File: src/rtl/pipe_barrel_shifter_if.sv
// Handshake bundle for pipe_barrel_shifter: valid/ready operand input,
// valid/ready result output and a pipeline-occupancy flag.
interface pipe_barrel_shifter_if #(
  parameter int WIDTH = 16,
  parameter int CNT_W = 4
);
  logic             in_valid;
  logic             in_ready;
  logic [WIDTH-1:0] in_data;
  logic [CNT_W-1:0] in_cnt;
  logic [1:0]       in_op;
  logic             out_valid;
  logic             out_ready;
  logic [WIDTH-1:0] out_data;
  logic             busy;

  modport master (
    output in_valid, in_data, in_cnt, in_op, out_ready,
    input  in_ready, out_valid, out_data, busy
  );

  modport slave (
    input  in_valid, in_data, in_cnt, in_op, out_ready,
    output in_ready, out_valid, out_data, busy
  );
endinterface

File: src/rtl/pipe_barrel_shifter.sv
// Fully pipelined barrel shifter/rotator: stage s conditionally shifts by 2^s,
// every stage registered, with per-stage valid/ready backpressure.
module pipe_barrel_shifter #(
  parameter int WIDTH = 16,
  parameter int CNT_W = 4
) (
  input logic                 clk,
  input logic                 rst,
  pipe_barrel_shifter_if.slave bus
);

  localparam logic [1:0] OP_ROL = 2'b00;
  localparam logic [1:0] OP_SLL = 2'b01;
  localparam logic [1:0] OP_ROR = 2'b10;

  // Per-stage result registers; sidebands exist only for stages that feed another stage.
  logic [CNT_W-1:0] valid_q, valid_d;
  logic [WIDTH-1:0] data_q [CNT_W];
  logic [WIDTH-1:0] data_d [CNT_W];
  logic [CNT_W-1:0] cnt_q  [CNT_W-1];
  logic [CNT_W-1:0] cnt_d  [CNT_W-1];
  logic [1:0]       op_q   [CNT_W-1];
  logic [1:0]       op_d   [CNT_W-1];
  logic [CNT_W-2:0] sign_q, sign_d;

  // Inputs seen by each stage: the bus for stage 0, the previous stage otherwise.
  logic [CNT_W-1:0] src_valid;
  logic [WIDTH-1:0] src_data [CNT_W];
  logic [CNT_W-1:0] src_cnt  [CNT_W];
  logic [1:0]       src_op   [CNT_W];
  logic [CNT_W-1:0] src_sign;
  logic [CNT_W-1:0] stage_ready;

  function automatic logic [WIDTH-1:0] shift_by(input logic [WIDTH-1:0] d,
                                                input logic [1:0]       op,
                                                input logic             sign,
                                                input int               amt);
    logic [WIDTH-1:0] fill_mask;
    logic [WIDTH-1:0] r;
    fill_mask = ~({WIDTH{1'b1}} >> amt);
    case (op)
      OP_ROL:  r = (d << amt) | (d >> (WIDTH - amt));
      OP_SLL:  r = d << amt;
      OP_ROR:  r = (d >> amt) | (d << (WIDTH - amt));
      default: r = (d >> amt) | (fill_mask & {WIDTH{sign}});
    endcase
    return r;
  endfunction

  // A stage can load if it is empty or its occupant leaves this cycle.
  always_comb begin
    logic down_ready;
    down_ready = bus.out_ready;
    for (int s = CNT_W - 1; s >= 0; s--) begin
      stage_ready[s] = !valid_q[s] || down_ready;
      down_ready     = stage_ready[s];
    end
  end

  always_comb begin
    src_valid[0] = bus.in_valid;
    src_data[0]  = bus.in_data;
    src_cnt[0]   = bus.in_cnt;
    src_op[0]    = bus.in_op;
    src_sign[0]  = bus.in_data[WIDTH-1];
    for (int s = 1; s < CNT_W; s++) begin
      src_valid[s] = valid_q[s-1];
      src_data[s]  = data_q[s-1];
      src_cnt[s]   = cnt_q[s-1];
      src_op[s]    = op_q[s-1];
      src_sign[s]  = sign_q[s-1];
    end
  end

  always_comb begin
    // NOTE: every output of a combinational block gets a default first so a
    // missed branch holds the register instead of inferring a latch.
    valid_d = valid_q;
    data_d  = data_q;
    cnt_d   = cnt_q;
    op_d    = op_q;
    sign_d  = sign_q;
    for (int s = 0; s < CNT_W; s++) begin
      if (stage_ready[s]) begin
        valid_d[s] = src_valid[s];
        // Payload only moves with a valid entry, so idle X inputs never reach out_data.
        if (src_valid[s]) begin
          data_d[s] = src_cnt[s][s] ? shift_by(src_data[s], src_op[s], src_sign[s], 1 << s)
                                    : src_data[s];
        end
      end
    end
    for (int s = 0; s < CNT_W - 1; s++) begin
      if (stage_ready[s] && src_valid[s]) begin
        cnt_d[s]  = src_cnt[s];
        op_d[s]   = src_op[s];
        sign_d[s] = src_sign[s];
      end
    end
  end

  // NOTE: sequential state uses non-blocking assignments so all stages update
  // together from pre-edge values, which is what makes the pipeline shift.
  always_ff @(posedge clk) begin
    if (rst) begin
      // NOTE: datapath arrays are reset too, not just valids, so out_data reads
      // zero after reset and no stale operand is ever observable.
      valid_q <= '0;
      sign_q  <= '0;
      for (int s = 0; s < CNT_W; s++) data_q[s] <= '0;
      for (int s = 0; s < CNT_W - 1; s++) begin
        cnt_q[s] <= '0;
        op_q[s]  <= '0;
      end
    end else begin
      valid_q <= valid_d;
      data_q  <= data_d;
      cnt_q   <= cnt_d;
      op_q    <= op_d;
      sign_q  <= sign_d;
    end
  end

  assign bus.in_ready  = stage_ready[0];
  assign bus.out_valid = valid_q[CNT_W-1];
  assign bus.out_data  = data_q[CNT_W-1];
  assign bus.busy      = |valid_q;

endmodule

File: src/flat_wrapper.sv
// flat-port wrapper written by rule: the top's interface ports become plain ports
module pipe_barrel_shifter_flat 
#(
  parameter int WIDTH = 16,
  parameter int CNT_W = 4
)
  (clk, rst, bus_in_valid, bus_in_data, bus_in_cnt, bus_in_op, bus_out_ready, bus_in_ready, bus_out_valid, bus_out_data, bus_busy);
  pipe_barrel_shifter_if #(.WIDTH(WIDTH), .CNT_W(CNT_W)) bus_i ();
  input logic clk;
  input logic rst;
  input wire logic [$bits(bus_i.in_valid)-1:0] bus_in_valid;
  input wire logic [$bits(bus_i.in_data)-1:0] bus_in_data;
  input wire logic [$bits(bus_i.in_cnt)-1:0] bus_in_cnt;
  input wire logic [$bits(bus_i.in_op)-1:0] bus_in_op;
  input wire logic [$bits(bus_i.out_ready)-1:0] bus_out_ready;
  output wire logic [$bits(bus_i.in_ready)-1:0] bus_in_ready;
  output wire logic [$bits(bus_i.out_valid)-1:0] bus_out_valid;
  output wire logic [$bits(bus_i.out_data)-1:0] bus_out_data;
  output wire logic [$bits(bus_i.busy)-1:0] bus_busy;
  assign bus_i.in_valid = bus_in_valid;
  assign bus_i.in_data = bus_in_data;
  assign bus_i.in_cnt = bus_in_cnt;
  assign bus_i.in_op = bus_in_op;
  assign bus_i.out_ready = bus_out_ready;
  assign bus_in_ready = bus_i.in_ready;
  assign bus_out_valid = bus_i.out_valid;
  assign bus_out_data = bus_i.out_data;
  assign bus_busy = bus_i.busy;
  pipe_barrel_shifter #(.WIDTH(WIDTH), .CNT_W(CNT_W)) u_core (.clk(clk), .rst(rst), .bus(bus_i));
endmodule
File: config.mk
export PLATFORM = sky130hd
export DESIGN_NAME = pipe_barrel_shifter_flat
export DESIGN_NICKNAME = d
export VERILOG_FILES = /design/src/rtl/pipe_barrel_shifter_if.sv /design/src/rtl/pipe_barrel_shifter.sv /design/src/flat_wrapper.sv
export SDC_FILE = /design/constraint.sdc
export NUM_CORES = 1
export LEC_CHECK = 0
export BUFFER_PORTS_ARGS = -buffer_cell sky130_fd_sc_hd__buf_2
export CAP_MARGIN = 20
export CORE_UTILIZATION = 50
export DETAILED_ROUTE_END_ITERATION = 12
export GPL_TIMING_DRIVEN = 0
export HOLD_SLACK_MARGIN = 0.12
export PLACE_DENSITY = 0.83
export SYNTH_ARGS = -nofsm -noshare
export SYNTH_HDL_FRONTEND = slang
export SYNTH_SLANG_ARGS = --single-unit
export TNS_END_PERCENT = 5
File: constraint.sdc
create_clock -name clk -period 1.2 [get_ports clk]
set_input_delay 0.24 -clock clk [delete_from_list [all_inputs] [get_ports clk]]
set_output_delay 0.24 -clock clk [all_outputs]
set_load 0.05 [all_outputs]
==> results of run 1 <==
[placed cells by master, fill, tap and decap left out, drive strengths merged, types with 2 or more instances in the layout]
master / n
nor2: 23
clkbuf: 29
nor3: 18
o21ai: 13
a211o: 10
a211oi: 2
dlygate4sd3: 3
nand2: 122
dfxtp: 83
nor2b: 2
clkinvlp: 2
o211ai: 46
o311ai: 6
buf: 97
inv: 12
a21oi: 74
a221oi: 8
mux2i: 40
or3: 4
clkinv: 2
[kinds of logic after synthesis]
kind of cell,after synthesis,share of synthesized area (%)
AND/OR/NAND/NOR,177,17.5
AO/OA/AOI/OAI,161,25.2
flip-flops,83,38.8
buffers and inverters,70,9.19
multiplexers,40,9.34
[worst max-delay path, cell delays in order, from the launching register on]
cell and delay [ps]:
dfxtp_4 350, or4_4 540, buf_8 170
[path summary, 6_finish.rpt]
check	to	slack, ps
worst min-delay path	u_core.valid_q[0]	130
worst min register to register	u_core.bus.out_data[12]	460
worst max register to register	u_core.bus.out_data[6]	-260
worst max-delay path	bus_busy	-470
[repair_timing]
item | in CTS | in global routing
buffers inserted | 6 | 4
pin swaps | 16 | 7
gates cloned | 2 | 2
hold endpoints to repair | 3 | 0
resized for setup | 86 | 35
endpoints found under the setup margin | 98 | 100
hold buffers | 3 | 0
[state kept, by name (all words and copies together) (netlist names)]
signal / cells
u_core.bus.out_data: 16
u_core.cnt_q: 6
u_core.data_q: 48
u_core.op_q: 6
u_core.sign_q: 3
u_core.valid_q: 4
[power by group through the flow]
stage	clock network [W]	logic [W]	registers, W
CTS	0.00208	0.000800	0.00295
finish	0.00208	0.000841	0.00296
floorplan	0	0.000525	0.00299
global route	0.00220	0.000921	0.00297
detailed placement	0	0.000718	0.00302
global placement	0	0.000696	0.00301
[stage by stage]
stage / TNS (ps) / cells
after floorplan: -2640 / 531
after global placement: -17010 / 680
after detailed placement: -19640 / 680
after CTS: -11490 / 707
after global routing: -19220 / 712
final: -12890 / 712
[per-layer routing]
metal  GRT usage (%)  vias up  share of wire (%)
li1                -     2011                  -
met1            30.6     1898                 41
met2            49.9      132                 53
met3            3.54       26                4.1
met4            14.6        0                2.6
met5               0        -                  0
[cell type report]
cell class / count / area, µm² / area share, %
Multi-Input combinational cell: 378 / 2370 / 44.0
Sequential cell: 83 / 1700 / 31.6
Timing Repair Buffer: 61 / 523 / 9.72
Buffer: 59 / 423 / 7.86
Tap cell: 105 / 131 / 2.44
Clock buffer: 9 / 124 / 2.30
Clock inverter: 7 / 76.3 / 1.42
Inverter: 10 / 37.5 / 0.698
==> results.toml, run 1 <==
[status]
status = "complete, but fails checks"
violations = "negative setup slack"

[critical_path]
path_class = "flip-flop to output port"
cp-end-kind = "output port"
worstPathArrival_ps = 1430
start_kind = "flip-flop"
worstPathRequired_ps = 960
reg2reg_depth = 6
startpoint = "u_core.valid_q[0]"
r2r_start = "u_core.valid_q[3]"
path_max_fanout = 2

[clocking]
cts_sinks = 83
clk_pin_slew_ps = 90
root_buffer = "clkbuf_8"
cts_made_buffers = 9
clockBufferDepth = 2
cts_tree = "built"
cts_max_level = 3
clk-insertion-delay-late_ps = 380

[global_routing]
grt_pass1_vias = 4055
grt_pass1_wl_um = 18900
grt_overflow = 0
grt_max_degree = 16
grt.total_usage_pct = 27.3
antenna_found_initial = 0

[timing]
max_slew_margin_pct = 49.6
drv_slew = 0
fin_crit_ps = 1670
holdWs_ps = 132
rsz0062_at_grt = "yes"
finalSetupViolCount = 94
hold_viol = 0
max_clock_freq_mhz = 601
finalClockSkew_ps = 9.96
setup_slack_ps = -465
finalCritPeriodShare_pct = 139
tightest_slew_ps = 756

[synth]
synth_nets = 557
synthTopCellsByCount = "122 x nand2_1, 83 x dfxtp_1, 64 x a21oi_1, 46 x o211ai_1, 40 x mux2i_1"
syn_area_um2 = 4290
synth_top_area_share_pct = 38.8
avgSynthCellArea_um2 = 8.07
synth.area.top_cells = "dfxtp_1 39%, nand2_1 11%, mux2i_1 9.3%, o211ai_1 8.1%, a21oi_1 7.5%"
synth_flop_cell = "dfxtp_1"
ys_types = 35
synth_top_cell_by_area = "dfxtp_1"
synth_warnings = 0
synth_edf_count = 0
ys_async_sr_fraction_pct = 0
syn_inst = 531
ys_ff_latch = 83
seq_area_frac_synth_pct = 38.8
synth.most_common_cell = "nand2_1"

[route]
first_iter_violations = 184
drc = 0
drt-total-wl_um = 11300
vias = 4067
drtAntennaViolNets = 0
wl_per_cell_um = 15.9
vias_per_cell = 5.71
firstDrtPassIters = 4

[floorplanning]
die_width_um = 94.6
core-area_um2 = 8260
start_util_pct = 51.9
fp.dieH_um = 94.6
rows = 33
pin_count = 45
die-area_um2 = 8950

[layout]
fin_nets = 628
diodes = 0
fillers = 670
syn2layout_area_growth_pct = 25.5
drive_gt1_share_pct = 29.5
fin_util_pct = 65.2
fin_area_um2 = 5380

[placement]
dpl_cell_area_um2 = 4660
gp_congestion = 0.904
port_buffers = 44
preCtsSetupSlack_ps = -384
hpwl_um = 8060

[power]
leakage_nw = 2.00
pwr-share-comb_pct = 14.3
pwr-share-clk_pct = 35.4
swShare_pct = 28.8
p_switching_w = 0.00169
p_int_w = 0.00418
finalPower_w = 0.00587
vdd_drop_max_mv = 0.510
power.density_nw_per_um2 = 1090
seq_power_share_pct = 50.3

[worst_hold_path]
hp-start = "bus_in_valid"
hold_path_depth = 3
hold_class = "primary input to flip-flop"

[job]
maxCapViolations = 0
Power figures use the tool's default switching activity.
==> inputs of run 2 (changes only) <==
--- a/config.mk
+++ b/config.mk
@@ -11,6 +11,7 @@
 export DETAILED_ROUTE_END_ITERATION = 12
 export GPL_TIMING_DRIVEN = 0
 export HOLD_SLACK_MARGIN = 0.12
+export MAX_ROUTING_LAYER = met4
 export PLACE_DENSITY = 0.83
 export SYNTH_ARGS = -nofsm -noshare
 export SYNTH_HDL_FRONTEND = slang
==> results.toml, run 2 (synthesis gave the netlist of run 1 again) <==
[critical_path]
path_cells = "or4_4 -> buf_8"
start_kind = "flip-flop"
cpPeakStageDelay_ps = 540
worstPathArrival_ps = 1420
cp-end-kind = "output port"
cp_slowest_cell = "or4_4"
worstPathRequired_ps = 960
path_max_fanout = 2
path_class = "flip-flop to output port"

[global_routing]
grt_pass1_vias = 3917
grt_pass1_wl_um = 18700
grt_max_degree = 16
grt_overflow = 0
grt.total_usage_pct = 27.9
antenna_found_initial = 0

[power]
power.density_nw_per_um2 = 1060
p_switching_w = 0.00169
leakage_nw = 1.95
finalPower_w = 0.00565
seq_power_share_pct = 52.4
vdd_drop_max_mv = 0.533
pwr-share-comb_pct = 14.7
swShare_pct = 29.9
p_int_w = 0.00396
pwr-share-clk_pct = 32.9

[floorplanning]
die_width_um = 94.6
rows = 33
fp.dieH_um = 94.6
start_util_pct = 51.9
core-area_um2 = 8260
pin_count = 45
die-area_um2 = 8950

[route]
drt-total-wl_um = 11800
drtAntennaViolNets = 0
wl_per_cell_um = 16.6
vias = 4145
first_iter_violations = 207
drc = 0
vias_per_cell = 5.84
firstDrtPassIters = 5

[timing]
finalSetupViolCount = 93
hold_viol = 0
max_slew_margin_pct = 45.3
max_clock_freq_mhz = 601
finalClockSkew_ps = 12.6
drv_slew = 0
setup_slack_ps = -464
finalCritPeriodShare_pct = 139
tightest_slew_ps = 820
fin_crit_ps = 1660
rsz0062_at_grt = "yes"

[clocking]
cts_sinks = 83
root_buffer = "clkbuf_8"
clockBufferDepth = 2
cts_tree = "built"
clk-insertion-delay-late_ps = 370
cts_made_buffers = 9
cts_max_level = 3
clk_pin_slew_ps = 90

[layout]
drive_gt1_share_pct = 28.4
largest_reg_flops = 48
final_common_cell = "nand2_1"
top_register = "u_core.data_q"
fin_util_pct = 64.3
mostFrequentLayoutCells = "119 x nand2_1, 66 x dfxtp_1, 60 x a21oi_1, 46 x o211ai_1, 40 x mux2i_1"
diodes = 0
fin_nets = 626
syn2layout_area_growth_pct = 23.9

[placement]
gp_congestion = 0.951
preCtsSetupSlack_ps = -393
hpwl_um = 8100
port_buffers = 44

[status]
violations = "negative setup slack"
status = "complete, but fails checks"

[worst_hold_path]
hold_class = "primary input to flip-flop"

[job]
maxCapViolations = 0
-- run 2: changes by cell type in the layout (fill, tap and decap cells not counted), sizes merged --
cell	change
buf	-2
bufinv	-1
clkinv	+1
-- run 2: stage by stage --
step / hold slack, ps / area (µm²) / instances / setup TNS, ps
floorplan: 357 / 4310 / 531 / -2640
global placement: 445 / 4660 / 680 / -17050
detailed placement: 449 / 4660 / 680 / -21060
CTS: 144 / 5160 / 705 / -20870
global route: 147 / 5310 / 710 / -27180
finish: 143 / 5310 / 710 / -21470
-- run 2: layout make-up --
cell class                 instances  area (µm²)
multi-input combinational        378        2350
sequential                        83        1690
fill                             686        2950
clock buffer                       9         124
tap                              105         131
inverter                          10        37.5
buffer                            59         409
clock inverter                     7        51.3
timing repair buffer              59         517
-- run 2: power groups by stage --
stage	Combinational [W]	Clock, W	Sequential, W
after global routing	0.000908	0.00199	0.00297
after global placement	0.000697	0	0.00301
final	0.000832	0.00186	0.00296
after CTS	0.000791	0.00185	0.00295
after floorplan	0.000525	0	0.00299
after detailed placement	0.000720	0	0.00302
-- run 2: critical path: cells and delay by family (launching register included) --
| family | cells | cell delay, ps |
|---|---|---|
| buf+inv | 1 | 170 |
| flops | 1 | 350 |
| simple gates | 1 | 540 |
-- run 2: per-layer routing --
| layer | global-route usage (%) | vias to the layer above | part of all wire (%) |
|---|---|---|---|
| met1 | 30.5 | 1937 | 41 |
| li1 | - | 2011 | - |
| met4 | 14.1 | 0 | 3.0 |
| met3 | 3.70 | 37 | 4.5 |
| met2 | 49.5 | 160 | 52 |
| met5 | - | - | 0 |
-- run 2: path summary, 6_finish.rpt --
| path | cells past startpoint | from | end | slack [ps] |
|---|---|---|---|---|
| hold / removal | 3 | bus_in_valid | u_core.valid_q[0] | 140 |
| setup reg to reg | 8 | u_core.valid_q[3] | u_core.bus.out_data[12] | -360 |
| hold reg to reg | 2 | u_core.bus.out_data[13] | u_core.bus.out_data[13] | 460 |
| setup / recovery | 2 | u_core.valid_q[3] | bus_busy | -460 |
-- run 2: what timing repair did --
action | in CTS | in global routing
buffers inserted | 5 | 4
gates resized for setup | 74 | 31
hold endpoints to repair | 3 | 0
gates cloned | 1 | 2
hold buffers | 3 | 0
setup endpoints to repair | 98 | 100
pin swaps | 6 | 4
